`config.mk`:
```
export PLATFORM = sky130hd
export DESIGN_NAME = pipe_ctrl
export DESIGN_NICKNAME = d
export VERILOG_FILES = /design/src/rtl/y86_pkg.sv /design/src/rtl/hazard_detect.sv /design/src/rtl/pipe_ctrl.sv
export SDC_FILE = /design/constraint.sdc
export NUM_CORES = 1
export LEC_CHECK = 0
export CAP_MARGIN = 20
export CORE_ASPECT_RATIO = 1.4
export CORE_MARGIN = 10
export CORE_UTILIZATION = 49
export CTS_CLUSTER_DIAMETER = 50
export CTS_CLUSTER_SIZE = 40
export DETAILED_ROUTE_END_ITERATION = 10
export HOLD_SLACK_MARGIN = 0.15
export PLACE_DENSITY = 0.89
export SLEW_MARGIN = 20
export SYNTH_ARGS = -nofsm -noshare
export SYNTH_HDL_FRONTEND = slang
export SYNTH_HIERARCHICAL = 1
export SYNTH_SLANG_ARGS = --single-unit
```
`constraint.sdc`:
```
create_clock -name clk -period 7.8 [get_ports clk]
set_input_delay 1.17 -clock clk [delete_from_list [all_inputs] [get_ports clk]]
set_output_delay 1.17 -clock clk [all_outputs]
set_load 0.02 [all_outputs]
```
`src/rtl/y86_pkg.sv`:
```
// Shared Y86-64 encodings for the pipeline control slice.
// Holds the instruction codes, register sentinel and status codes the
// control logic decodes, the processor-status state enum and a helper that
// classifies a status word as exceptional.
package y86_pkg;

    // Instruction codes (icode field)
    localparam logic [3:0] I_HALT   = 4'd0;
    localparam logic [3:0] I_NOP    = 4'd1;
    localparam logic [3:0] I_RRMOVQ = 4'd2;
    localparam logic [3:0] I_IRMOVQ = 4'd3;
    localparam logic [3:0] I_RMMOVQ = 4'd4;
    localparam logic [3:0] I_MRMOVQ = 4'd5;
    localparam logic [3:0] I_OPQ    = 4'd6;
    localparam logic [3:0] I_JXX    = 4'd7;
    localparam logic [3:0] I_CALL   = 4'd8;
    localparam logic [3:0] I_RET    = 4'd9;
    localparam logic [3:0] I_PUSHQ  = 4'd10;
    localparam logic [3:0] I_POPQ   = 4'd11;

    // "No register" identifier
    localparam logic [3:0] RNONE = 4'hF;

    // Status codes
    localparam logic [3:0] S_AOK = 4'd1;
    localparam logic [3:0] S_HLT = 4'd2;
    localparam logic [3:0] S_ADR = 4'd3;
    localparam logic [3:0] S_INS = 4'd4;

    // Processor-status state machine
    typedef enum logic [1:0] {
        ST_INIT = 2'd0,
        ST_RUN  = 2'd1,
        ST_HALT = 2'd2
    } state_e;

    // Any status other than AOK is an exception (HLT included).
    function automatic logic is_exc(input logic [3:0] stat);
        return stat != S_AOK;
    endfunction

endpackage

```
`src/rtl/hazard_detect.sv`:
```
// Combinational hazard classifier for the Y86-64 pipeline.
// Ports:
//   D_icode, E_icode, M_icode : icodes held in the D, E and M registers
//   d_srcA, d_srcB            : decode-stage source register IDs
//   E_dstM                    : memory destination of the instruction in E
//   e_Cnd                     : condition evaluated in execute
//   lu                        : load/use hazard (load in E feeds decode)
//   rt                        : ret somewhere in D, E or M
//   mp                        : jump in E was predicted taken but not taken
module hazard_detect
    import y86_pkg::*;
(
    input  logic [3:0] D_icode,
    input  logic [3:0] d_srcA,
    input  logic [3:0] d_srcB,
    input  logic [3:0] E_icode,
    input  logic [3:0] E_dstM,
    input  logic       e_Cnd,
    input  logic [3:0] M_icode,
    output logic       lu,
    output logic       rt,
    output logic       mp
);

    logic e_is_load;

    always_comb begin
        e_is_load = (E_icode == I_MRMOVQ) || (E_icode == I_POPQ);
        // RNONE never matches: a load with no destination cannot forward.
        lu = e_is_load && (E_dstM != RNONE) &&
             ((E_dstM == d_srcA) || (E_dstM == d_srcB));
        rt = (D_icode == I_RET) || (E_icode == I_RET) || (M_icode == I_RET);
        // Branches are predicted taken, so a false condition is a mispredict.
        mp = (E_icode == I_JXX) && !e_Cnd;
    end

endmodule

```
`src/rtl/pipe_ctrl.sv`:
```
// Pipeline control unit for the 5-stage Y86-64 pipeline.
// Turns hazard terms into stall/bubble controls, owns the F_predPC register,
// gates condition-code writes and runs the INIT/RUN/HALT status machine.
// Also counts RUN cycles and retired instructions for CPI measurement.
// Ports:
//   clk, rst            : clock, synchronous active-high reset
//   f_predPC            : next-PC prediction from fetch
//   D/E/M/W_icode etc.  : pipeline register fields used for hazard detection
//   m_stat, W_stat      : memory and write-back status
//   F_predPC            : registered fetch PC prediction
//   F_stall .. W_stall  : pipeline register stall/bubble controls
//   set_cc              : condition-code write enable
//   halted, stat_out    : HALT indication and latched final status
//   cycle_cnt, instr_cnt: RUN cycle and retired-instruction counters
module pipe_ctrl
    import y86_pkg::*;
#(
    parameter int CNT_W = 64
) (
    input  logic             clk,
    input  logic             rst,
    input  logic [63:0]      f_predPC,
    input  logic [3:0]       D_icode,
    input  logic [3:0]       d_srcA,
    input  logic [3:0]       d_srcB,
    input  logic [3:0]       E_icode,
    input  logic [3:0]       E_dstM,
    input  logic             e_Cnd,
    input  logic [3:0]       M_icode,
    input  logic [3:0]       m_stat,
    input  logic [3:0]       W_icode,
    input  logic [3:0]       W_stat,
    output logic [63:0]      F_predPC,
    output logic             F_stall,
    output logic             D_stall,
    output logic             D_bubble,
    output logic             E_bubble,
    output logic             M_bubble,
    output logic             W_stall,
    output logic             set_cc,
    output logic             halted,
    output logic [3:0]       stat_out,
    output logic [CNT_W-1:0] cycle_cnt,
    output logic [CNT_W-1:0] instr_cnt
);

    state_e           state_q, state_d;
    logic [63:0]      pred_pc_q, pred_pc_d;
    logic [3:0]       stat_q, stat_d;
    logic [CNT_W-1:0] cycle_cnt_q, cycle_cnt_d;
    logic [CNT_W-1:0] instr_cnt_q, instr_cnt_d;

    logic lu, rt, mp;
    logic m_exc, w_exc;
    logic f_stall, d_stall, d_bubble, e_bubble, m_bubble, w_stall, cc_en;

    hazard_detect u_hazard (
        .D_icode (D_icode),
        .d_srcA  (d_srcA),
        .d_srcB  (d_srcB),
        .E_icode (E_icode),
        .E_dstM  (E_dstM),
        .e_Cnd   (e_Cnd),
        .M_icode (M_icode),
        .lu      (lu),
        .rt      (rt),
        .mp      (mp)
    );

    always_comb begin
        m_exc       = is_exc(m_stat);
        w_exc       = is_exc(W_stat);
        state_d     = state_q;
        pred_pc_d   = pred_pc_q;
        stat_d      = stat_q;
        cycle_cnt_d = cycle_cnt_q;
        instr_cnt_d = instr_cnt_q;
        f_stall     = 1'b0;
        d_stall     = 1'b0;
        d_bubble    = 1'b0;
        e_bubble    = 1'b0;
        m_bubble    = 1'b0;
        w_stall     = 1'b0;
        cc_en       = 1'b0;

        unique case (state_q)
            ST_INIT: begin
                // Flush D/E/M so nothing stale enters the pipe.
                d_bubble = 1'b1;
                e_bubble = 1'b1;
                m_bubble = 1'b1;
                state_d  = ST_RUN;
            end
            ST_RUN: begin
                f_stall  = lu || rt;
                // D may never be both held and flushed; a mispredict
                // squashes D, so it overrides the load/use hold.
                d_stall  = lu && !mp;
                d_bubble = mp || (rt && !lu);
                e_bubble = mp || lu;
                m_bubble = m_exc || w_exc;
                w_stall  = w_exc;
                // An older excepting instruction must not see CC changes.
                cc_en    = (E_icode == I_OPQ) && !m_exc && !w_exc;

                cycle_cnt_d = cycle_cnt_q + CNT_W'(1);
                if (!f_stall) begin
                    pred_pc_d = f_predPC;
                end
                if ((W_icode != I_NOP) && !w_exc && !w_stall) begin
                    instr_cnt_d = instr_cnt_q + CNT_W'(1);
                end
                if (w_exc) begin
                    state_d = ST_HALT;
                    stat_d  = W_stat;
                end
            end
            ST_HALT: begin
                // Freeze architectural state; only rst leaves HALT.
                f_stall  = 1'b1;
                d_stall  = 1'b1;
                w_stall  = 1'b1;
                e_bubble = 1'b1;
                m_bubble = 1'b1;
            end
            default: begin
                state_d = ST_INIT;
            end
        endcase
    end

    always_ff @(posedge clk) begin
        if (rst) begin
            state_q     <= ST_INIT;
            pred_pc_q   <= 64'd0;
            stat_q      <= S_AOK;
            cycle_cnt_q <= '0;
            instr_cnt_q <= '0;
        end else begin
            state_q     <= state_d;
            pred_pc_q   <= pred_pc_d;
            stat_q      <= stat_d;
            cycle_cnt_q <= cycle_cnt_d;
            instr_cnt_q <= instr_cnt_d;
        end
    end

    assign F_predPC  = pred_pc_q;
    assign F_stall   = f_stall;
    assign D_stall   = d_stall;
    assign D_bubble  = d_bubble;
    assign E_bubble  = e_bubble;
    assign M_bubble  = m_bubble;
    assign W_stall   = w_stall;
    assign set_cc    = cc_en;
    assign halted    = (state_q == ST_HALT);
    assign stat_out  = stat_q;
    assign cycle_cnt = cycle_cnt_q;
    assign instr_cnt = instr_cnt_q;

endmodule

```
Word-level counts from Yosys, hierarchy flattened
Cells that the tools add are included.
- $add $sub $neg: 2
- mux-type cells: 9
- bitwise gates (word level): 2
- eq/ne operators: 16
- reduce and logical (&&, ||, !) cells: 28
- operators with widths (operator ; count):
    $add 64x1->64 const B ; 2
    $eq 4x4->1 const B ; 4
    $eq 4x3->1 const B ; 3
    $ne 4x1->1 const B ; 3
    $pmux 1 s2 ; 6
    $logic_and 1x1->1 ; 9
    $eq 4x4->1 ; 2
    $logic_or 1x1->1 ; 8
    $reduce_and 2->1 ; 4
    $pmux 2 s3 ; 1
    $logic_not 1->1 ; 5
    $ne 4x4->1 const B ; 1
    $eq 2x1->1 const B ; 1
    $eq 2x2->1 const B ; 1
    $logic_not 2->1 ; 1
    $mux 2 ; 1
    $ne 2x2->1 const B ; 1
    $not 1->1 ; 2
    $reduce_or 2->1 ; 1
    $mux 1 ; 1
- bits in registers: 198
- input port bits: 103
- output and inout port bits: 204
- word-level logic and storage cells: 62

Depth between registers and ports, before layout
Gate-level depths: netlist of run 1.
- depth after elaboration: 8
- mapped depth: 10

Modules after synthesis
Netlist of run 1, hierarchy kept.
- modules (own cells, without submodules) (module ; cells an instance ; area an instance (um^2) ; instances):
    pipe_ctrl ; 1094 ; 8763.4 ; 1
    hazard_detect ; 21 ; 170.2 ; 1

Least setup slack after synthesis of run 1
Ideal clock, no wire load.
- path kind: input-to-output
- from: input port W_stat[3]
- to: output port set_cc
- cell stages on the path: 3
- buffers on the path: 0
- slack: 4.361 ns
- data required time: 6.630 ns
- arrival: 2.269 ns
- path through: nor4b_1 nand2_1 nor2_1
- cells in the longest elaborated chain, start to end: 4
- RTL lines (element ; RTL line ; source):
    from (decl) ; pipe_ctrl.sv:32 ; input logic [3:0] W_stat,
    $ne 4x1->1 ; y86_pkg.sv:39 ; return stat != S_AOK;
    $logic_not 1->1 ; pipe_ctrl.sv:104 ; cc_en = (E_icode == I_OPQ) && !m_exc && !w_exc;
    $logic_and 1x1->1 ; pipe_ctrl.sv:104 ;
    $mux 1 ; pipe_ctrl.sv:86 ; unique case (state_q)
    to (decl) ; pipe_ctrl.sv:40 ; output logic set_cc,
Every way passes these cells.

Worst setup path after layout of run 1
- from: input port E_icode[2]
- to: output port D_stall
- cells in the longest elaborated chain, start to end: 6
- RTL lines (element ; RTL line ; source):
    from (decl) ; pipe_ctrl.sv:26 ; input logic [3:0] E_icode,
    $eq 4x3->1 or $eq 4x4->1 (tied branches) ; hazard_detect.sv:28 ; e_is_load = (E_icode == I_MRMOVQ) || (E_icode == I_POPQ);
    $logic_or 1x1->1 (*) ; hazard_detect.sv:28 ;
    $logic_and 1x1->1 (*) (2 in a row) ; hazard_detect.sv:30 ; lu = e_is_load && (E_dstM != RNONE) &&
    net lu ; pipe_ctrl.sv:53 ; logic lu, rt, mp;
    $logic_and 1x1->1 (*) ; pipe_ctrl.sv:98 ; d_stall = lu && !mp;
    $pmux 1 s2 (*) ; pipe_ctrl.sv:86 ;
    to (decl) ; pipe_ctrl.sv:35 ; output logic D_stall,
The timed path passes the listed nets; every way through them passes the cells marked *.

==> results of run 1 <==
-- power by group through the flow --
stage | Combinational, W | Sequential (W) | Clock [W]
final | 0.000615 | 0.00112 | 0.000844
after global routing | 0.000657 | 0.00113 | 0.000893
after CTS | 0.000619 | 0.00112 | 0.000853
after detailed placement | 0.000616 | 0.00114 | 0
after global placement | 0.000607 | 0.00114 | 0
after floorplan | 0.000239 | 0.00122 | 0
-- cells by family after synthesis --
family | synth area share
simple gates | 0.3182
compound gates | 0.1315
flops | 0.4437
buf+inv | 0.03305
xor+xnor | 0.06275
fa+ha+maj | 0.008403
mux | 0.002381
-- flip-flops by register name (all words and copies together), names as in the netlist --
name	cells
F_predPC	64
cycle_cnt	64
instr_cnt	64
stat_out	4
state_q	2
-- layer usage --
layer	part of all wire	GRT usage
met2	0.52	0.4394
met4	0.042	0.1235
met3	0.078	0.06501
met5	0	0
met1	0.36	0.2591
-- layout by cell type, fill, tap and decap left out, types with 20 or more instances in the layout --
cell type | netlist | final
nor4_1 | 26 | 25
a21oi_1 | 139 | 139
dfxtp_1 | 198 | 198
nand2_1 | 192 | 191
inv_1 | 23 | 23
o21ai_0 | 42 | 42
nor3_1 | 30 | 29
xnor2_1 | 39 | 39
nor2_1 | 89 | 89
xor2_1 | 25 | 25
nand4_1 | 49 | 49
or3_1 | 42 | 42
o31ai_1 | 20 | 20
nand3_1 | 48 | 48
clkdlybuf4s50_1 | 0 | 305
or4_1 | 26 | 26
-- path summary, 6_finish.rpt --
check | startpoint | endpoint | cells past startpoint
worst min register to register | F_predPC[11] | F_predPC[11] | 2
worst max register to register | state_q[1] | instr_cnt[63] | 7
worst max-delay path | E_icode[2] | D_stall | 8
worst min-delay path | F_predPC[11] | F_predPC[11] | 2
-- critical path, stage by stage --
cell and delay, ns:
clkdlybuf4s50_1 0.53, nor3b_1 0.24, o211ai_1 0.12, a21oi_1 0.32, inv_1 0.10, nor3_1 0.18
o21a_1 0.13, clkdlybuf4s50_1 0.61
-- cell type report --
type | instances | area [µm²] | area share
Multi-Input combinational cell | 842 | 4695 | 0.3694
Sequential cell | 198 | 3964 | 0.3119
Timing Repair Buffer | 311 | 3102 | 0.2441
Clock buffer | 18 | 439.2 | 0.03456
Tap cell | 240 | 300.3 | 0.02363
Clock inverter | 13 | 117.6 | 0.009256
Inverter | 24 | 90.09 | 0.007089
-- through the flow --
stage          utilization  instance area, µm²  worst slack (ns)
6_report            0.7089               12710             3.233
5_1_grt             0.7089               12710             3.160
4_1_cts             0.7082               12690             3.173
3_5_place_dp        0.6772               12140             3.171
2_1_floorplan            -                8934             4.361
3_3_place_gp        0.6772               12140             3.185
==> summary.txt, run 1 <==
Run status
  • Status: completed

Pwr
  • Pwr Total: 0.002578 W
  • Sequential share of power: 0.434
  • Peak VDD IR: 114.5 µV
  • PD cells: 202.9 nW/µm²
  • Leakage power: 3.913 nW
  • P_int: 0.001764 W
  • NetSw: 0.0008138 W
  • Comb pwr share: 0.238
  • Power share of the clock group: 0.327
  • Sw frac: 0.3157

Logic synthesis
  • Top FF cell, synth: dfxtp_1
  • Syn Inst Count: 1115
  • Most common cell in the netlist: dfxtp_1
  • Synth area leaders: dfxtp_1 (44%), nand2_1 (8.1%), a21oi_1 (7.8%), xnor2_1 (3.8%), nor2_1 (3.7%)
  • Yosys top cell by area: dfxtp_1
  • Synth top cells by count: dfxtp_1 (198), nand2_1 (192), a21oi_1 (139)
  • Post-synth EDFFs: 0
  • Yosys warnings: 6
  • Syn nets: 1224
  • Yosys reg bits: 198
  • Synth top area share: 0.4437
  • Cell Area, Synth: 8934 µm²
  • Ys async rst share: 0
  • Number of distinct library cells after synthesis: 54
  • Avg Cell Area, Syn: 8.012 µm²
  • Sequential area share after synthesis: 0.4437

Detailed routing
  • DRC errors left: 0
  • WL final: 30.92 mm
  • Drt wl/cell: 18.79 µm
  • Vias: 9437
  • Initial DRC Count: 768
  • Vias per cell: 5.733
  • ANT nets after route: 0
  • Drt first pass iters: 7

Global route
  • Final global-route overflow total: 0
  • Vias in the first global route: 9202
  • First-pass GRT wire length: 48.98 mm
  • Initial antenna violation count: 0
  • Largest net degree at the start of global routing: 102
  • GRT Overall Usage: 0.2463

Clock tree
  • Clock tree sinks: 198
  • Total setup buffers inserted after CTS: 0
  • PostCTS Resize Cnt: 0
  • TritonCTS clock tree: built
  • Skew-Pair Late Insertion Delay: 0.44 ns
  • Hold buffer count at cts: 0
  • Root buffer cell: clkbuf_16
  • CTS buffer count: 17
  • Longest Clk Path Bufs: 2
  • # H-tree levels: 4
  • Clock-pin slew on the worst setup and hold paths: 0.07 ns

Timing
  • Final period utilization: 0.5855
  • Fmax: 219.0 MHz
  • Minimum clock period: 4.567 ns
  • Hold Slack: 0.4536 ns
  • Worst rel slew slack: 0.3089
  • # setup viols final: 0
  • Setup TNS: 0 ns
  • Final Hold Fails: 0
  • Slew Limit Fails: 0
  • Worst-margin pin slew: 1.037 ns
  • Max Clock Skew: 0.01486 ns
  • RSZ-0062 raised after global routing: no

Final layout
  • Area grow syn2layout: 42.24%
  • Layout fillers: 1376
  • Antenna Cells: 0
  • Final Non-Filler Cells: 1646
  • Layout cells sized above 1: 0.04196
  • # nets final: 1503

Place
  • DPL Wire Length: 22.87 mm
  • Placer Congestion: 0.8653
  • PortBufs: 306
  • Placed instance count: 1615

Floorplanning
  • Core area: 17920 µm²
  • Die Area: 24110 µm²
  • Row count: 58
  • I/O pin count: 307
  • Die Ht: 179.8 µm
  • Width of the die: 134.1 µm
  • Starting Density: 0.4984

Critical path
  • Crit path kind: in2out
  • Critical path launch point type: primary input
  • Critical Path RT: 6.63 ns
  • CP Capture Type: output pin
  • R2R Setup Slk: 4.20 ns
  • CP arrival: 3.40 ns
  • Crit-path max FO: 5

Hold path
  • Worst hold-check path type: reg2reg

Flow run
  • Max cap viols: 0
Note: power is estimated with default switching activity, not from simulation.
==> run 2, diff against run 1 <==
--- a/config.mk
+++ b/config.mk
@@ -8,12 +8,12 @@
 export CAP_MARGIN = 20
 export CORE_ASPECT_RATIO = 1.4
 export CORE_MARGIN = 10
-export CORE_UTILIZATION = 49
+export CORE_UTILIZATION = 41
 export CTS_CLUSTER_DIAMETER = 50
 export CTS_CLUSTER_SIZE = 40
 export DETAILED_ROUTE_END_ITERATION = 10
 export HOLD_SLACK_MARGIN = 0.15
-export PLACE_DENSITY = 0.89
+export PLACE_DENSITY = 0.79
 export SLEW_MARGIN = 20
 export SYNTH_ARGS = -nofsm -noshare
 export SYNTH_HDL_FRONTEND = slang
==> constraint.sdc (replaced) <==
create_clock -name clk -period 3.7 [get_ports clk]
set_input_delay 0.555 -clock clk [delete_from_list [all_inputs] [get_ports clk]]
set_output_delay 0.555 -clock clk [all_outputs]
set_load 0.02 [all_outputs]
==> run 2 against run 1 <==
Global-route usage fell by 3.6 points. Die area is 17% higher. Non-clock buffer count is 10 higher. Count of clock-buffer cells in the layout unchanged. Sequential share of layout area shrank 0.36 points. Clock power increased by 130%. Critical path type is now reg2out.
==> summary.txt, run 2 (synthesized netlist as in run 1, its figures left out) <==
Critical path
  • CP arrival: 2.87 ns (-0.53 ns)
  • Crit-path max FO: 9 (+4)
  • Critical-path top delay cell: clkdlybuf4s50_1
  • Critical path buffers and inverters: 3 (unchanged)
  • Worst path max stage delay: 0.61 ns (about the same)
  • Reg-to-reg endpoint: cycle_cnt[47]
  • CP Launch Point: state_q[1]
  • Critical path's top delay family: buffers and inverters
  • Crit-path cells: inv_1 -> ha_1 -> clkinv_1 -> nor3_1 -> o21a_1 -> clkdlybuf4s50_1
  • Levels on crit path: 6 (-2)
  • Critical Path RT: 3.14 ns (-3.49 ns)
  • Crit path kind: reg2out
  • Setup crit end: D_stall
  • Critical path launch point type: register
  • CP Capture Type: output pin
  • R2R depth: 7 (unchanged)
  • R2R Setup Slk: 0.44 ns (-3.76 ns)
  • Reg-to-Reg Start: state_q[1]

Timing
  • Fmax: 291.9 MHz
  • Max Clock Skew: 0.01358 ns (-0.001284 ns)
  • RSZ-0062 raised after global routing: no
  • Setup TNS: 0 ns (unchanged)
  • Worst rel slew slack: 0.4251 (+0.1162)
  • Minimum clock period: 3.426 ns
  • Final Hold Fails: 0 (unchanged)
  • Final period utilization: 0.9260
  • Worst-margin pin slew: 0.8544 ns (-0.1822 ns)
  • # setup viols final: 0 (unchanged)
  • Slew Limit Fails: 0 (unchanged)

Final layout
  • Layout cells sized above 1: 0.04728 (+0.005320)
  • Area grow syn2layout: 43.91%
  • # nets final: 1513 (+0.67%)
  • Register Area: 3964 µm² (unchanged)
  • Multi-input gate area: 4682 µm² (-0.27%)
  • Most frequent cells in the layout: clkdlybuf4s50_1 (305), dfxtp_1 (198), nand2_1 (191)
  • Final Non-Filler Cells: 1677 (+1.9%)
  • Most common cell after layout, fill and taps aside: clkdlybuf4s50_1
  • Layout fillers: 1977 (+44%)
  • Antenna Cells: 0 (unchanged)

Detailed routing
  • Initial DRC Count: 418 (-46%)
  • Vias: 9322 (-1.2%)
  • Drt wl/cell: 18.39 µm (-2.1%)
  • WL final: 30.84 mm (-0.28%)
  • Vias per cell: 5.559 (-3.0%)
  • ANT nets after route: 0 (unchanged)
  • Drt first pass iters: 5 (-2)
  • DRC errors left: 0 (unchanged)

Clock tree
  • Longest Clk Path Bufs: 2 (unchanged)
  • Hold buffer count at cts: 0 (unchanged)
  • Clock-pin slew on the worst setup and hold paths: 0.07 ns (about the same)
  • Total setup buffers inserted after CTS: 0 (unchanged)
  • Root buffer cell: clkbuf_16
  • Clock tree sinks: 198 (unchanged)
  • Skew-Pair Late Insertion Delay: 0.44 ns (about the same)
  • # H-tree levels: 4 (unchanged)
  • CTS buffer count: 17 (unchanged)
  • PostCTS Resize Cnt: 0 (unchanged)
  • TritonCTS clock tree: built

Floorplanning
  • Die Ht: 194.7 µm (+8.3%)
  • Core area: 21280 µm² (+19%)
  • I/O pin count: 307 (unchanged)
  • Row count: 63 (+8.6%)
  • Width of the die: 144.8 µm (+7.9%)
  • Die Area: 28180 µm² (+17%)
  • Starting Density: 0.4198 (-0.07864)

Place
  • Placed instance count: 1645 (+1.9%)
  • Placer Congestion: 0.8741 (+1.0%)
  • PortBufs: 306 (unchanged)
  • DPL Wire Length: 23.24 mm (+1.7%)

Global route
  • Vias in the first global route: 8954 (-2.7%)
  • Final global-route overflow total: 0 (unchanged)
  • Largest net degree at the start of global routing: 95 (-6.9%)
  • First-pass GRT wire length: 47.99 mm (-2.0%)
  • GRT Overall Usage: 0.2107 (-0.03563)
  • Initial antenna violation count: 0 (unchanged)

Flow run
  • Max cap viols: 0 (unchanged)

Pwr
  • PD cells: 433.5 nW/µm² (+110%)
  • Peak VDD IR: 288.1 µV (+150%)
  • Leakage power: 3.983 nW (+1.8%)

Hold path
  • Worst hold-check path type: reg2reg

Run status
  • Status: completed
## run 2: report_power, final
group	internal, W	switching [W]	leakage, nW
clock network	0.000966	0.000930	0.283
logic	0.000564	0.000755	2.10
registers	0.00228	0.0000816	1.60
total	0.00381	0.00177	3.98
## run 2: metrics by stage
step,setup slack (ns),total power [W],utilization,area [µm²],hold slack [ns]
4_1_cts,0.2962,0.005624,0.6041,12860,0.4565
2_1_floorplan,1.115,0.003072,-,8934,0.4999
3_5_place_dp,0.2419,0.003741,0.5762,12260,0.4453
3_3_place_gp,0.3066,0.003720,0.5762,12260,0.4405
5_1_grt,0.1678,0.005802,0.6041,12860,0.4732
6_report,0.2737,0.005573,0.6041,12860,0.4543
## run 2: final cells by class
class,instances,area share
multi-input combinational,842,0.3642
sequential,198,0.3083
inverter,24,0.007007
clock inverter,14,0.01275
timing repair buffer,321,0.2491
clock buffer,18,0.03338
tap,260,0.02530
## run 2: how the worst min path moves through the flow
stage | from | to | slack, ns | cells after the start
6_report | F_predPC[12] | F_predPC[12] | 0.45 | 2
2_1_floorplan | state_q[1] | state_q[1] | 0.50 | 2
3_5_place_dp | F_predPC[36] | F_predPC[36] | 0.45 | 2
3_3_place_gp | F_predPC[5] | F_predPC[5] | 0.44 | 2
4_1_cts | F_predPC[5] | F_predPC[5] | 0.46 | 2
5_1_grt | F_predPC[44] | F_predPC[44] | 0.47 | 2
## run 2: layer usage
metal | GRT usage | share of wire | vias to the layer above
met5 | 0 | 0 | -
met4 | 0.07741 | 0.029 | 0
met3 | 0.05489 | 0.069 | 49
met2 | 0.3879 | 0.53 | 273
met1 | 0.2201 | 0.37 | 4436
li1 | - | - | 4564
## run 2: worst min-delay path, stage by stage (launching register included)
cell and delay, ns:
dfxtp_1 0.31, nand2_1 0.05, a21oi_1 0.05
==> run 3, diff against run 2 <==
--- a/config.mk
+++ b/config.mk
@@ -6,9 +6,11 @@
 export NUM_CORES = 1
 export LEC_CHECK = 0
 export CAP_MARGIN = 20
+export CELL_PAD_IN_SITES_DETAIL_PLACEMENT = 1
+export CELL_PAD_IN_SITES_GLOBAL_PLACEMENT = 1
 export CORE_ASPECT_RATIO = 1.4
 export CORE_MARGIN = 10
-export CORE_UTILIZATION = 41
+export CORE_UTILIZATION = 29
 export CTS_CLUSTER_DIAMETER = 50
 export CTS_CLUSTER_SIZE = 40
 export DETAILED_ROUTE_END_ITERATION = 10
==> run 3 against run 2 <==
Via count grew 1.4%. First-iteration DRC count shrank 3.8%. Maximum frequency grew 2.9%. Combinational power is essentially flat. Worst hold slack gained 0.0033 ns. Wire length grew 15%. Non-clock buffer count grew 6. Total power grew 2.7%. Critical endpoint is now E_bubble. Highest routed layer is now met5.
==> summary.txt, run 3 (synthesized netlist as in run 1, its figures left out) <==
Run status
  • Status: completed

Global route
  • Final global-route overflow total: 0 (unchanged)
  • Initial antenna violation count: 1 (+1)
  • Largest net degree at the start of global routing: 91 (-4.2%)
  • Vias in the first global route: 9897 (+11%)
  • GRT Overall Usage: 0.1782 (-0.03254)
  • First-pass GRT wire length: 55.10 mm (+15%)

Clock tree
  • Longest Clk Path Bufs: 2 (unchanged)
  • TritonCTS clock tree: built
  • # H-tree levels: 4 (unchanged)
  • Skew-Pair Late Insertion Delay: 0.46 ns (+0.02 ns)
  • Clock tree sinks: 198 (unchanged)
  • Clock-pin slew on the worst setup and hold paths: 0.07 ns (about the same)
  • PostCTS Resize Cnt: 0 (unchanged)
  • Total setup buffers inserted after CTS: 0 (unchanged)
  • CTS buffer count: 17 (unchanged)
  • Root buffer cell: clkbuf_16
  • Hold buffer count at cts: 0 (unchanged)

Place
  • DPL Wire Length: 26.71 mm (+15%)
  • PortBufs: 306 (unchanged)
  • Placer Congestion: 0.8450 (-3.3%)

Floorplanning
  • I/O pin count: 307 (unchanged)
  • Die Ht: 227.7 µm (+17%)
  • Core area: 30620 µm² (+44%)
  • Row count: 76 (+21%)
  • Starting Density: 0.2918 (-0.1280)
  • Die Area: 38320 µm² (+36%)
  • Width of the die: 168.3 µm (+16%)

Timing
  • Final Hold Fails: 0 (unchanged)
  • Hold Slack: 0.4576 ns (+0.003289 ns)
  • Minimum clock period: 3.329 ns (-0.09708 ns)
  • Setup TNS: 0 ns (unchanged)
  • RSZ-0062 raised after global routing: no
  • Worst rel slew slack: 0.4960 (+0.07090)
  • Fmax: 300.4 MHz (+2.9%)
  • # setup viols final: 0 (unchanged)
  • Worst-margin pin slew: 0.7490 ns (-0.1054 ns)
  • Final period utilization: 0.8998 (-0.02624)
  • Slew Limit Fails: 0 (unchanged)
  • Max Clock Skew: 0.01184 ns (-0.001738 ns)

Final layout
  • Layout cells sized above 1: 0.05134 (+0.004053)
  • # nets final: 1519 (+0.40%)
  • Layout fillers: 3613 (+83%)
  • Most frequent cells in the layout: clkdlybuf4s50_1 (305), dfxtp_1 (198), nand2_1 (191)
  • Area grow syn2layout: 46.64%
  • Multi-input gate area: 4682 µm² (unchanged)
  • Most common cell after layout, fill and taps aside: clkdlybuf4s50_1
  • Final core utilization: 0.4278 (-0.1762)
  • Register Area: 3964 µm² (unchanged)

Detailed routing
  • Vias per cell: 5.215 (-6.2%)
  • Initial DRC Count: 402 (-3.8%)
  • Metal1 wirelength: 13.41 mm (+17%)
  • Drt first pass iters: 5 (unchanged)
  • Met2 WL: 19.31 mm (+18%)
  • Drt wl/cell: 19.59 µm (+6.5%)
  • Highest routed layer: met5
  • WL final: 35.52 mm (+15%)
  • DRC errors left: 0 (unchanged)
  • ANT nets after route: 0 (unchanged)
  • Vias: 9455 (+1.4%)
  • Met3 routed WL: 1.987 mm (-6.1%)

Critical path
  • Critical Path RT: 3.14 ns (about the same)
  • Critical-path top delay cell: clkdlybuf4s50_1
  • Critical path buffers and inverters: 2 (-1)
  • Critical path launch point type: primary input
  • Critical path's top delay family: buffers and inverters
  • Crit-path cells: clkdlybuf4s50_1 -> xnor2_1 -> nand4_1 -> a21oi_1 -> o21ai_0 -> a21oi_1 -> clkdlybuf4s50_1
  • Crit path kind: in2out
  • Crit-path max FO: 4 (-5)
  • CP Capture Type: output pin
  • CP arrival: 2.77 ns (-0.10 ns)
  • Worst path max stage delay: 0.66 ns (+0.05 ns)

Flow run
  • Max cap viols: 0 (unchanged)

Hold path
  • Worst hold-check path type: reg2reg

Pwr
  • Leakage power: 4.037 nW (+1.4%)
  • Peak VDD IR: 293.4 µV (+1.9%)
  • PD cells: 436.8 nW/µm² (+0.78%)
==> run 3: layer usage <==
metal / GRT usage / up-vias
li1: - / 4565
met1: 0.1854 / 4645
met2: 0.3337 / 201
met3: 0.04594 / 42
met4: 0.06950 / 2
met5: 0 / -
==> run 3: final cells by class <==
class                      instances  area share
multi-input combinational        842      0.3574
inverter                          24    0.006877
antenna                            1   0.0001910
clock buffer                      20     0.03563
clock inverter                    11     0.01127
tap                              390     0.03725
timing repair buffer             327      0.2488
sequential                       198      0.3026
==> run 3: where the power goes <==
part | internal, W | switching (W)
Clock | 0.00112 | 0.000896
Combinational | 0.000576 | 0.000776
Sequential | 0.00228 | 0.0000799
Total | 0.00397 | 0.00175
==> run 3: through the flow <==
stage / setup slack [ns] / total power, W / instances / area [µm²]
6_report: 0.3708 / 0.005723 / 1813 / 13100
5_1_grt: 0.1951 / 0.005986 / 1812 / 13100
4_1_cts: 0.3125 / 0.005819 / 1812 / 13100
3_5_place_dp: 0.1380 / 0.003780 / 1781 / 12480
3_3_place_gp: 0.2307 / 0.003744 / 1781 / 12480
2_1_floorplan: 1.115 / 0.003072 / 1115 / 8934
==> run 3: path summary, 6_finish.rpt <==
path | to | slack, ns | start | cells past startpoint
worst min-delay path | F_predPC[10] | 0.46 | F_predPC[10] | 2
worst min register to register | F_predPC[10] | 0.46 | F_predPC[10] | 2
worst max register to register | cycle_cnt[37] | 0.52 | state_q[1] | 8
worst max-delay path | E_bubble | 0.37 | E_dstM[3] | 7
==> run 3: worst min-delay path: stages (launching register included) <==
cell     delay (ns)
dfxtp_1        0.31
nand2_1        0.05
a21oi_1        0.05
==> edit 1: new RTL, flow settings as in run 3 <==
Put one more register stage on the output `cycle_cnt`, with the module's reset. The value now appears one clock later. The other outputs are not delayed to match. Comments in the files are not updated.
--- a/src/rtl/pipe_ctrl.sv
+++ b/src/rtl/pipe_ctrl.sv
@@ -155,7 +155,13 @@
     assign set_cc    = cc_en;
     assign halted    = (state_q == ST_HALT);
     assign stat_out  = stat_q;
-    assign cycle_cnt = cycle_cnt_q;
+    always_ff @(posedge clk) begin
+        if (rst) begin
+            cycle_cnt <= '0;
+        end else begin
+            cycle_cnt <= cycle_cnt_q;
+        end
+    end
     assign instr_cnt = instr_cnt_q;
 
 endmodule
Function: changed (Yosys sat finds a counterexample within 4 cycles, from zero or initial values and one cycle with rst high).
==> edit 1 against run 3 <==
First-iteration DRC count increased by 9.5%; wire length increased by 5.6%; synthesized cell count increased by 11%; sequential cell count increased by 64; maximum frequency decreased by 0.74%; total power increased by 24%; critical path depth increased by 2; die area increased by 17%; design area increased by 15%; clock skew increased by 0.0035 ns; setup slack got worse by 0.025 ns; synthesized area increased by 19%; highest routed layer is now met4.
==> edit 1: results (changes against run 3) <==
.. list-table::
   :header-rows: 1

   * - Metric
     - Value
   * - Outcome
     - complete, no violations
   * - Global-route usage over all layers
     - 0.1565 (-0.02161)
   * - WL/cell
     - 18.62 um (-4.9%)
   * - Clock buffer count from CTS
     - 25 (+8)
   * - Fraction of synthesized area in multiplexers
     - 0.006139 (+0.003758)
   * - Count of placed standard cells including taps
     - 1967 (+10%)
   * - Via-to-Cell Ratio
     - 5.058 (-3.0%)
   * - Actual transition at the worst max-transition pin
     - 1.038 ns (+0.2885 ns)
   * - Hold Path End
     - F_predPC[38]
   * - Fraction of layout cells with a size suffix above 1
     - 0.06129 (+0.009954)
   * - Clock skew
     - 0.01535 ns (+0.003506 ns)
   * - Instance count of the mapped netlist
     - 1240 (+11%)
   * - Most used standard cells in the synthesized netlist
     - dfxtp_1, nand2_1, a21oi_1, nor2_1, nand4_1
   * - Worst hold path startpoint
     - F_predPC[38]
   * - DR iter-0 viols
     - 440 (+9.5%)
   * - Crit Path Max Fanout
     - 5 (+1)
   * - Endpoint arrival time on the critical path
     - 2.80 ns (+0.03 ns)
   * - Flop2flop setup slack
     - 0.82 ns (+0.30 ns)
   * - Internal power
     - 4955 uW (+25%)
   * - Vias in the first global route
     - 10.58k (+6.9%)
   * - Level count of the clock H-tree
     - 1 (-3)
   * - Final HPWL DP
     - 27920 um (+4.5%)
   * - Part of the Yosys area used for sequential elements
     - 0.4949 (+0.05117)
   * - Largest net degree at the start of global routing
     - 157 (+73%)
   * - Count of unique library cells instantiated by Yosys
     - 47 (-13%)
   * - Most area-consuming cells after synthesis
     - dfxtp_1, a21oi_1, nand2_1, nand4_1, nor2b_1
   * - Critical R2R Capture
     - cycle_cnt_q[63]
   * - Number of nets at the end of the flow
     - 1641 (+8.0%)
   * - Xor-xnor portion of the synthesized cell area
     - 0.05289 (-0.009859)
   * - Synthesized-area fraction occupied by adder cells
     - 0.007083 (-0.001320)
   * - Peak supply drop
     - 0.3430 mV (+17%)
   * - Leakage
     - 0.004923 uW (+22%)
   * - Post-Syn Nets
     - 1349 (+10%)
   * - Wire length of the first global-routing pass
     - 58270 um (+5.7%)
-- edit 1: cell count changes after synthesis, moves of 13 or more --
cell	run 3	this run
o21ai_0	42	56
or3_1	42	55
nand4_1	49	73
nor2b_1	1	61
dfxtp_1	198	262
nor3_1	30	16
-- edit 1: layer usage --
layer  track usage  part of all wire
met5             0                 0
met1        0.1708              0.39
met3       0.03389             0.056
met2        0.2844              0.51
met4       0.06857             0.039
-- edit 1: final cells by class --
| cell class | count | area [um^2] |
|---|---|---|
| fillers | 4173 | 20860 |
| multi-input cells | 898 | 5062 |
| flip-flops and latches | 262 | 5245 |
| inverters | 22 | 82.58 |
| clock buffers | 27 | 653.1 |
| clock inverters | 18 | 196.4 |
| well taps | 462 | 578.1 |
| diodes | 2 | 5.005 |
| repair buffers | 323 | 3229 |
-- edit 1: cell families after synthesis --
logic type,after synthesis
muxes,6
buffers and inverters,80
xor gates and xnor gates,64
DFF,262
AOI/OAI and AO/OA,211
adders and majority gates,6
and+or+nand+nor,611
-- edit 1: metrics by stage --
step	worst slack [ns]	util	cell area, um^2	hold slack, ns
2_1_floorplan	1.286	-	10600	0.4473
3_3_place_gp	0.4227	0.3954	14200	0.4405
3_5_place_dp	0.3837	0.3954	14200	0.4461
4_1_cts	0.3755	0.4190	15050	0.4557
5_1_grt	0.1991	0.4191	15050	0.4729
6_report	0.3459	0.4192	15050	0.4547
-- edit 1: power groups by stage --
stage	Clock [uW]	Combinational (uW)	Sequential, uW
floorplan	0	524	3270
global placement	0	1370	3110
detailed placement	0	1390	3120
CTS	2760	1390	3060
global route	2860	1480	3070
finish	2680	1370	3050
-- edit 1: worst max-delay path by stage --
stage	from	to	cells after the start
final	E_icode[2]	D_stall	9
after global routing	E_icode[2]	D_stall	9
after CTS	state_q[1]	D_stall	7
after detailed placement	E_icode[2]	D_stall	9
after global placement	E_icode[2]	D_stall	9
after floorplan	W_stat[3]	instr_cnt[54]	6
-- edit 1: critical path: cells and delay by family --
family | cells | cell delay, ns
buffers and inverters | 4 | 1.42
AOI/OAI and AO/OA | 3 | 0.40
and+or+nand+nor | 2 | 0.43
==> edit 2: new RTL, flow settings as in run 3 <==
Without the edit above. `CNT_W`: 64 -> 128.
--- a/src/rtl/pipe_ctrl.sv
+++ b/src/rtl/pipe_ctrl.sv
@@ -15,7 +15,7 @@
 module pipe_ctrl
     import y86_pkg::*;
 #(
-    parameter int CNT_W = 64
+    parameter int CNT_W = 128
 ) (
     input  logic             clk,
     input  logic             rst,
Interface: changed (resized cycle_cnt and instr_cnt); port bits go from 307 to 435. The function was not compared with the original's and may differ.
==> edit 2 against run 3 <==
Wire length increased by 130%; total power increased by 61%; setup slack got worse by 0.27 ns; design area increased by 80%; core utilization decreased by 0.87 points; largest cell class unchanged; highest routed layer is now met4; sequential power increased by 59%; critical path depth decreased by 2; synthesized area increased by 84%; sequential cell count increased by 128; critical endpoint is now D_bubble; first-iteration DRC count increased to 3.1 times the old value.
==> edit 2: results (changes against run 3) <==
.. list-table::
   :header-rows: 1

   * - Metric
     - Value
   * - CTS-repair resized insts
     - 0 (unchanged)
   * - Master cell of the clock root buffer
     - clkbuf_16
   * - Delay-heaviest family, CP
     - buffers and inverters
   * - Latest clock arrival within the worst-skew pair
     - 0.57 ns (+0.11 ns)
   * - Part of the Yosys area used for sequential elements
     - 0.3971 (-0.04656)
   * - Wire length of the first global-routing pass
     - 123500 um (+120%)
   * - Largest net degree at the start of global routing
     - 151 (+66%)
   * - Clock edge transition at the registers on the reported setup and hold paths
     - 0.07 ns (about the same)
   * - Filler cell count
     - 6761 (+87%)
   * - Actual transition at the worst max-transition pin
     - 1.101 ns (+0.3524 ns)
   * - Last weighted congestion value of the routability-driven placer
     - 0.9568 (+13%)
   * - Peak supply drop
     - 0.2953 mV (+0.63%)
   * - Post-Syn Nets
     - 2225 (+82%)
   * - Fraction of layout cells with a size suffix above 1
     - 0.08840 (+0.03707)
   * - Number of synthesis warnings
     - 6 (unchanged)
   * - Highest-delay cell along the critical path
     - clkdlybuf4s50_1
   * - Routed wire length
     - 81820 um (+130%)
   * - Worst setup timing slack at the placement stage
     - 0.07708 ns (-0.06092 ns)
   * - Post-route ant nets
     - 0 (unchanged)
   * - Initial antenna violation count
     - 0 (-1)
   * - Global-route usage over all layers
     - 0.2328 (+0.05468)
   * - Clock buffer count from CTS
     - 37 (+20)
   * - Most common flop cell mapped by yosys
     - dfxtp_1
   * - Most used standard cells in the synthesized netlist
     - dfxtp_1, nor2_1, nand2_1, nand4_1, nand3_1
   * - Final HPWL DP
     - 64760 um (+140%)
   * - Level count of the clock H-tree
     - 2 (-2)
   * - DR iter-0 viols
     - 1236 (+210%)
   * - Via-to-Cell Ratio
     - 5.569 (+6.8%)
   * - Count of unique library cells instantiated by Yosys
     - 57 (+5.6%)
   * - Most area-consuming cells after synthesis
     - dfxtp_1, xnor2_1, nor2_1, nand4_1, nand2_1
   * - DRT Pass-1 Iters
     - 5 (unchanged)
   * - Clock skew
     - 0.02160 ns (+0.009758 ns)
   * - Area of the multi-input gates
     - 0.009429 mm^2 (+100%)
   * - Leakage
     - 0.007279 uW (+80%)
   * - Maximum clock insertion buffer count
     - 3 (+1)
   * - Vias in the first global route
     - 19.78k (+100%)
   * - Type of the most critical hold path
     - reg2reg
   * - Crit Path Max Fanout
     - 11 (+7)
   * - Antenna fix cells
     - 0 (-1)
   * - Number of nets at the end of the flow
     - 2727 (+80%)
   * - Post-synthesis async set-or-reset flop share
     - 0 (unchanged)
   * - Endpoint arrival time on the critical path
     - 3.04 ns (+0.27 ns)
   * - Placed standard-cell area
     - 0.02227 mm^2 (+78%)
   * - Post-CTS setup repair buffer count
     - 0 (unchanged)
   * - Outcome
     - complete, no violations
   * - Max incr delay on CP
     - 0.67 ns
   * - Number of buffer cells added on primary ports
     - 434 (+42%)
## edit 2: cell types whose count changed in the layout (fill, tap and decap cells not counted), moves of 54 or more
cell and delta:
nor2_1 +191, dfxtp_1 +128, clkdlybuf4s50_1 +127, nand4_1 +118, nor4_1 +96, buf_4 +91, nand3_1 +87, xnor2_1 +84
nand2_1 +56, nor3_1 +54
## edit 2: worst min-delay path: cells and delay by family (launching register included)
family / cells / cell delay, ns
AO/OA/AOI/OAI: 1 / 0.05
flip-flops: 1 / 0.31
AND/OR/NAND/NOR: 1 / 0.05
## edit 2: through the flow
step,instances,hold slack [ns]
2_1_floorplan,2116,0.4878
3_3_place_gp,3314,0.4409
3_5_place_dp,3314,0.4487
4_1_cts,3382,0.4588
5_1_grt,3382,0.4792
6_report,3382,0.4572
## edit 2: final cells by class
cell class / instances / share of cell area
multi-input cells: 1660 / 0.3995
flip-flops and latches: 326 / 0.2765
repair buffers: 545 / 0.2210
clock buffers: 43 / 0.04325
well taps: 735 / 0.03896
clock inverters: 25 / 0.01315
inverters: 48 / 0.007633
## edit 2: power by group
part           internal [uW]  total (uW)  switching, uW  leakage [uW]
Sequential              3650        3750           97.7       0.00263
Combinational            584        1420            839       0.00400
Clock                   2230        4030           1800      0.000643
Total                   6470        9200           2740       0.00728
## edit 2: path summary, 6_finish.rpt
kind | from | endpoint | slack (ns) | depth (start not counted)
max | state_q[1] | D_bubble | 0.10 | 5
max reg2reg | state_q[1] | instr_cnt[122] | 0.47 | 8
min | F_predPC[62] | F_predPC[62] | 0.46 | 2
min reg2reg | F_predPC[62] | F_predPC[62] | 0.46 | 2
## edit 2: kinds of logic (layout without fill, tap and decap cells)
| family | count (synthesis) | in the layout | synth area share |
|---|---|---|---|
| buffers and inverters | 130 | 661 | 0.02992 |
| AND/OR/NAND/NOR | 1250 | 1250 | 0.3924 |
| adder cells (fa/ha/maj) | 6 | 6 | 0.004568 |
| flip-flops | 326 | 326 | 0.3971 |
| multiplexers | 18 | 18 | 0.01226 |
| XOR/XNOR | 177 | 177 | 0.09433 |
| AO/OA/AOI/OAI | 209 | 209 | 0.06936 |
## edit 2: metal layers
metal,wire length [um],up-vias,share of wire,track usage
met4,4021,0,0.049,0.1163
met5,0,-,0,0
met3,5612,205,0.069,0.05522
met2,40880,708,0.50,0.4189
li1,-,8644,-,-
met1,31310,9276,0.38,0.2507
